[src/rtl/bcd_to_binary_if.sv]
// ---------------------------------------------------------------------------
// bcd_to_binary_if
// Request/result bundle for the BCD-to-binary converter.
//   valid        : request strobe (master -> slave)
//   BCD_code     : packed BCD magnitude, digit 0 in bits [3:0]
//   sign         : 1 = negative
//   busy         : conversion in progress (slave -> master)
//   binary_ready : one-cycle pulse, binary/error just updated
//   binary       : signed two's-complement result
//   error        : last request held a nibble > 9
// ---------------------------------------------------------------------------
interface bcd_to_binary_if #(
   parameter int unsigned DIGITS = 4,
   parameter int unsigned BIN_W  = 16
) ();

   logic                  valid;
   logic [4*DIGITS-1:0]   BCD_code;
   logic                  sign;
   logic                  busy;
   logic                  binary_ready;
   logic [BIN_W-1:0]      binary;
   logic                  error;

   modport master (
      output valid, BCD_code, sign,
      input  busy, binary_ready, binary, error
   );

   modport slave (
      input  valid, BCD_code, sign,
      output busy, binary_ready, binary, error
   );

endinterface

[src/rtl/bcd_to_binary.sv]
// ---------------------------------------------------------------------------
// bcd_to_binary
// Converts a packed, sign-magnitude BCD number into a two's-complement
// binary value using reverse double-dabble (one bit per clock).
//
// Ports:
//   clk    : single clock, rising edge
//   reset  : asynchronous, active-high
//   bus    : bcd_to_binary_if.slave
//              in : valid, BCD_code, sign
//              out: busy, binary_ready, binary, error
//
// Flow: IDLE accepts a request and screens every nibble. A non-BCD nibble
// goes straight to DONE flagged invalid; otherwise 4*DIGITS SHIFT cycles
// run, then DONE registers the result and pulses binary_ready.
// binary/error hold until the next DONE.
// ---------------------------------------------------------------------------
module bcd_to_binary #(
   parameter int unsigned DIGITS = 4,
   parameter int unsigned BIN_W  = 16
) (
   input  logic            clk,
   input  logic            reset,
   bcd_to_binary_if.slave  bus
);

   localparam int unsigned BCD_W = 4 * DIGITS;
   localparam int unsigned CNT_W = (BCD_W > 1) ? $clog2(BCD_W) : 1;
   localparam int unsigned EXT_W = (BIN_W > BCD_W) ? BIN_W : BCD_W;
   localparam logic [CNT_W-1:0] CNT_LAST = CNT_W'(BCD_W - 1);

   typedef enum logic [1:0] {
      IDLE  = 2'd0,
      SHIFT = 2'd1,
      DONE  = 2'd2
   } state_t;

   state_t                 r_state;
   logic [2*BCD_W-1:0]     r_shift;    // {BCD field, binary field}
   logic [CNT_W-1:0]       r_cnt;
   logic                   r_sign;
   logic                   r_invalid;
   logic                   r_busy;
   logic                   r_ready;
   logic [BIN_W-1:0]       r_binary;
   logic                   r_error;

   logic                   w_code_bad;
   logic [2*BCD_W-1:0]     w_shifted;
   logic [2*BCD_W-1:0]     w_shift_adj;
   logic [EXT_W-1:0]       w_mag_ext;
   logic [BIN_W-1:0]       w_mag;
   logic [BIN_W-1:0]       w_result;

   // Any nibble above 9 makes the whole request invalid.
   always_comb begin
      w_code_bad = 1'b0;
      for (int unsigned i = 0; i < DIGITS; i++) begin
         if (bus.BCD_code[4*i +: 4] > 4'd9) begin
            w_code_bad = 1'b1;
         end
      end
   end

   // One reverse double-dabble step: shift right, then pull 3 out of each
   // BCD nibble that landed at 8 or above (undoes the x2 weight of the
   // bit that crossed a nibble boundary).
   always_comb begin
      w_shifted   = r_shift >> 1;
      w_shift_adj = w_shifted;
      for (int unsigned i = 0; i < DIGITS; i++) begin
         if (w_shifted[BCD_W + 4*i +: 4] >= 4'd8) begin
            w_shift_adj[BCD_W + 4*i +: 4] = w_shifted[BCD_W + 4*i +: 4] - 4'd3;
         end
      end
   end

   // Magnitude is fitted to BIN_W; negation of zero stays zero.
   always_comb begin
      w_mag_ext = EXT_W'(r_shift[BCD_W-1:0]);
      w_mag     = w_mag_ext[BIN_W-1:0];
      w_result  = r_sign ? (~w_mag + 1'b1) : w_mag;
   end

   always_ff @(posedge clk or posedge reset) begin
      if (reset) begin
         r_state   <= IDLE;
         r_shift   <= '0;
         r_cnt     <= '0;
         r_sign    <= 1'b0;
         r_invalid <= 1'b0;
         r_busy    <= 1'b0;
         r_ready   <= 1'b0;
         r_binary  <= '0;
         r_error   <= 1'b0;
      end else begin
         r_ready <= 1'b0;
         case (r_state)
            IDLE: begin
               if (bus.valid) begin
                  r_sign <= bus.sign;
                  r_busy <= 1'b1;
                  if (w_code_bad) begin
                     r_invalid <= 1'b1;
                     r_state   <= DONE;
                  end else begin
                     r_invalid <= 1'b0;
                     r_shift   <= {bus.BCD_code, {BCD_W{1'b0}}};
                     r_cnt     <= '0;
                     r_state   <= SHIFT;
                  end
               end
            end

            SHIFT: begin
               r_shift <= w_shift_adj;
               if (r_cnt == CNT_LAST) begin
                  r_state <= DONE;
               end else begin
                  r_cnt <= r_cnt + 1'b1;
               end
            end

            DONE: begin
               r_ready <= 1'b1;
               r_busy  <= 1'b0;
               r_state <= IDLE;
               if (r_invalid) begin
                  r_binary <= '0;
                  r_error  <= 1'b1;
               end else begin
                  r_binary <= w_result;
                  r_error  <= 1'b0;
               end
            end

            default: begin
               r_busy  <= 1'b0;
               r_state <= IDLE;
            end
         endcase
      end
   end

   assign bus.busy         = r_busy;
   assign bus.binary_ready = r_ready;
   assign bus.binary       = r_binary;
   assign bus.error        = r_error;

endmodule
[src/flat_wrapper.sv]
// flat-port wrapper written by rule: the top's interface ports become plain ports
module bcd_to_binary_flat 
#(
   parameter int unsigned DIGITS = 4,
   parameter int unsigned BIN_W  = 16
)
  (clk, reset, bus_valid, bus_BCD_code, bus_sign, bus_busy, bus_binary_ready, bus_binary, bus_error);
  bcd_to_binary_if #(.DIGITS(DIGITS), .BIN_W(BIN_W)) bus_i ();
  input  logic clk;
  input  logic reset;
  input wire logic [$bits(bus_i.valid)-1:0] bus_valid;
  input wire logic [$bits(bus_i.BCD_code)-1:0] bus_BCD_code;
  input wire logic [$bits(bus_i.sign)-1:0] bus_sign;
  output wire logic [$bits(bus_i.busy)-1:0] bus_busy;
  output wire logic [$bits(bus_i.binary_ready)-1:0] bus_binary_ready;
  output wire logic [$bits(bus_i.binary)-1:0] bus_binary;
  output wire logic [$bits(bus_i.error)-1:0] bus_error;
  assign bus_i.valid = bus_valid;
  assign bus_i.BCD_code = bus_BCD_code;
  assign bus_i.sign = bus_sign;
  assign bus_busy = bus_i.busy;
  assign bus_binary_ready = bus_i.binary_ready;
  assign bus_binary = bus_i.binary;
  assign bus_error = bus_i.error;
  bcd_to_binary #(.DIGITS(DIGITS), .BIN_W(BIN_W)) u_core (.clk(clk), .reset(reset), .bus(bus_i));
endmodule
[config.mk]
export PLATFORM = sky130hd
export DESIGN_NAME = bcd_to_binary_flat
export DESIGN_NICKNAME = d
export VERILOG_FILES = /design/src/rtl/bcd_to_binary_if.sv /design/src/rtl/bcd_to_binary.sv /design/src/flat_wrapper.sv
export SDC_FILE = /design/constraint.sdc
export NUM_CORES = 1
export LEC_CHECK = 0
export CAP_MARGIN = 20
export CELL_PAD_IN_SITES_DETAIL_PLACEMENT = 1
export CELL_PAD_IN_SITES_GLOBAL_PLACEMENT = 1
export CORE_ASPECT_RATIO = 0.8
export CORE_MARGIN = 1
export CORE_UTILIZATION = 46
export DETAILED_ROUTE_END_ITERATION = 7
export HOLD_SLACK_MARGIN = 0.12
export PLACE_DENSITY_LB_ADDON = 0.1
export SYNTH_ARGS = -nofsm -noshare
export SYNTH_HDL_FRONTEND = slang
export SYNTH_SLANG_ARGS = --single-unit
[constraint.sdc]
create_clock -name clk -period 4.9 [get_ports clk]
set_input_delay 0.49 -clock clk [delete_from_list [all_inputs] [get_ports clk]]
set_output_delay 0.49 -clock clk [all_outputs]
set_load 0.02 [all_outputs]
==> results.py <==
metrics = {
    "worst_setup_path": {
        "worstSetupPathType": "in -> reg",
        "critPathTopFamily": "simple AND/OR/NAND/NOR gates",
        "critical_path_required_ps": 5070,
        "critPathBufInv": 1,
        "cp_cell_sequence": "clkdlybuf4s50_1, nor2b_1, nor2b_1, and2_1, a222oi_1",
        "crit_slowest_cell": "and2_1",
        "crit_path_end_kind": "flop",
        "critPathLaunchType": "input port",
        "path_max_fanout": 20,
        "cp.arrival_ps": 2580,
        "max_stage_delay_ps": 700,
        "cp_common_cell": "nor2b_1",
    },
    "routing": {
        "totalWireLength_um": 7410,
        "drt_first_pass_iters": 4,
        "ant_nets": 0,
        "drc": 0,
        "vias": 2393,
        "vias_per_cell": 5.85,
        "drt-initial-drc-count": 98,
        "wire_per_inst_um": 18.1,
    },
    "die": {
        "die_h_um": 73.9,
        "die_area_sq_um": 6790,
        "pin_count": 39,
        "fp.coreArea_sq_um": 6070,
        "row_count": 25,
        "start_util_pct": 49.0,
        "die_x_um": 91.9,
    },
    "synthesis": {
        "synth-seq-cells": 59,
        "syn_area_sq_um": 2970,
        "synth_cells": 290,
        "synth_cell_types": 47,
        "async_flop_share_pct": 100,
        "ys_warn_count": 0,
        "synth_top_flop_cell": "dfrtp_1",
        "syn_area_per_cell_sq_um": 10.2,
        "yosysSeqAreaShare_pct": 49.7,
        "synth_edf_count": 0,
        "syn_nets": 318,
    },
    "min_path": {
        "hold_path.class": "reg -> reg",
    },
    "global_route": {
        "grt_pass1_wl_um": 12400,
        "antenna_found_initial": 0,
        "grt_max_degree": 60,
        "grt_overflow": 0,
        "track_usage_pct": 24.6,
        "grt_pass1_vias": 2393,
    },
    "clock_tree": {
        "cts_tree": "done",
        "clk_pin_slew_worst_paths_ps": 60,
        "cts.sinks": 59,
        "clk_path_buf_depth": 2,
        "postCtsSetupBuffers": 0,
        "cts-root-buf": "clkbuf_8",
        "cts_hold_buf": 0,
        "clk_latency_ps": 350,
        "cts_htree_levels": 3,
        "cts_buffers": 9,
        "post_cts_resized": 0,
    },
    "sta": {
        "report.final.hold_viol_count": 0,
        "drv_slew": 0,
        "timing.hold.ws_ps": 480,
        "tightest_slew_ps": 764,
        "clock_skew_ps": 7.69,
        "fmaxAchievable_mhz": 415,
        "grt_setup_unrepaired": "false",
        "fin_crit_ps": 2410,
        "finalSetupTns_ps": 0,
        "relSlewSlack_pct": 49.1,
        "post-route-period-util_pct": 49.1,
        "setup_viol": 0,
    },
    "layout": {
        "multi_input_area_sq_um": 1330,
        "area_growth_pct": 20.7,
        "mostFrequentLayoutCells": "dfrtp_1, clkdlybuf4s50_1, nor2_1",
        "drive_gt1_share_pct": 8.84,
        "diodes": 0,
        "n_fill_cell": 657,
        "final_core_util_pct": 59.1,
        "nNetsFinal": 352,
        "final_common_cell": "dfrtp_1",
        "final_cells": 409,
        "seq_area_sq_um": 1480,
    },
    "run": {
        "maxCapViolCount": 0,
    },
    "power_and_ir_drop": {
        "p_leak_nw": 1.55,
        "ir_drop_uv": 256,
        "power_density_nw_per_um2": 505,
        "power_mw": 1.81,
    },
    "status": {
        "status": "finished, final reports clean",
    },
    "placed_design": {
        "gp_congestion": 0.762,
        "io_buffers": 38,
        "hpwl_um": 5020,
        "dp_cells": 394,
    },
}
## path summary, 6_finish.rpt
kind,slack [ps],end,cells after the start,from
max in group asynchronous,3710,u_core.r_shift[30],3,reset
min in group asynchronous,670,u_core.bus.binary[15],3,reset
min reg2reg,480,u_core.bus.binary[2],2,u_core.bus.binary[2]
max,2490,u_core.r_shift[29],5,bus_valid
min,480,u_core.bus.binary[2],2,u_core.bus.binary[2]
max reg2reg,2710,u_core.r_shift[29],4,u_core.r_state[0]
## worst min-delay path: cells and delay by family, from the launching register on
kind	cells	cell delay, ps
DFF	1	340
AOI/OAI and AO/OA	1	60
and+or+nand+nor	1	40
## registers in the layout, indices dropped and copies added (netlist names)
name and flops:
u_core.bus.error 1, u_core.r_sign 1, u_core.bus.busy 1, u_core.r_cnt 4, u_core.r_shift 32, u_core.bus.binary_ready 1, u_core.bus.binary 16, u_core.r_state 2
u_core.r_invalid 1
## layout make-up
cell class	instances	area share [%]
flip-flops and latches	59	41.2
multi-input cells	191	37.0
repair buffers	42	11.4
clock buffers	13	4.43
well taps	81	2.83
inverters	21	2.20
clock inverters	2	0.977
## power breakdown
part	internal [mW]	switching [mW]
registers	0.614	0.160
logic	0.282	0.303
clock network	0.259	0.194
total	1.16	0.657
## metrics by stage
stage / cell area [sq um] / setup WS, ps
global placement: 3390 / 2230
detailed placement: 3390 / 2160
CTS: 3590 / 2520
floorplan: 2970 / 2950
global route: 3590 / 2290
finish: 3590 / 2490
## layer usage
layer	vias to the layer above	wire length [um]	track usage [%]
li1	1110	-	-
met2	51	3400	38.8
met3	10	366	6.83
met5	-	0	0
met1	1222	3530	32.9
met4	0	110	8.33
## Yosys cell counts, drive strengths merged, types with 2 or more instances
master	instances	area, sq um
buf	3	21.3
a31o	2	17.5
a222oi	2	20.0
or3b	2	17.5
a22o	18	160
xor2	3	26.3
nor2	23	86.3
or2	2	12.5
inv	21	78.8
clkbuf	16	73.8
ha	8	100
and4	2	17.5
xnor2	13	114
nand2b	2	12.5
a41oi	2	17.5
nor2b	6	37.5
a21oi	6	30.0
nor4	6	67.6
a22oi	2	15.0
o31ai	7	52.6
mux2i	4	40.0
nand4	3	18.8
o21ai	19	95.1
a31oi	6	37.5
a221o	9	90.1
nor3	6	30.0
dfrtp	59	1480
nand2	18	67.6
nand3	8	40.0
## cells by family (layout without fill, tap and decap cells)
logic type                 after synthesis  after routing  share of synthesized area, %
AOI/OAI and AO/OA                       78             78                          19.5
xor gates and xnor gates                16             16                          4.72
adders and majority gates                8              8                          3.37
buffers and inverters                   40             78                          5.85
DFF                                     59             59                          49.7
muxes                                    5              5                          1.73
and+or+nand+nor                         84             84                          15.2
No activity file was read; power rests on OpenSTA's default activity.
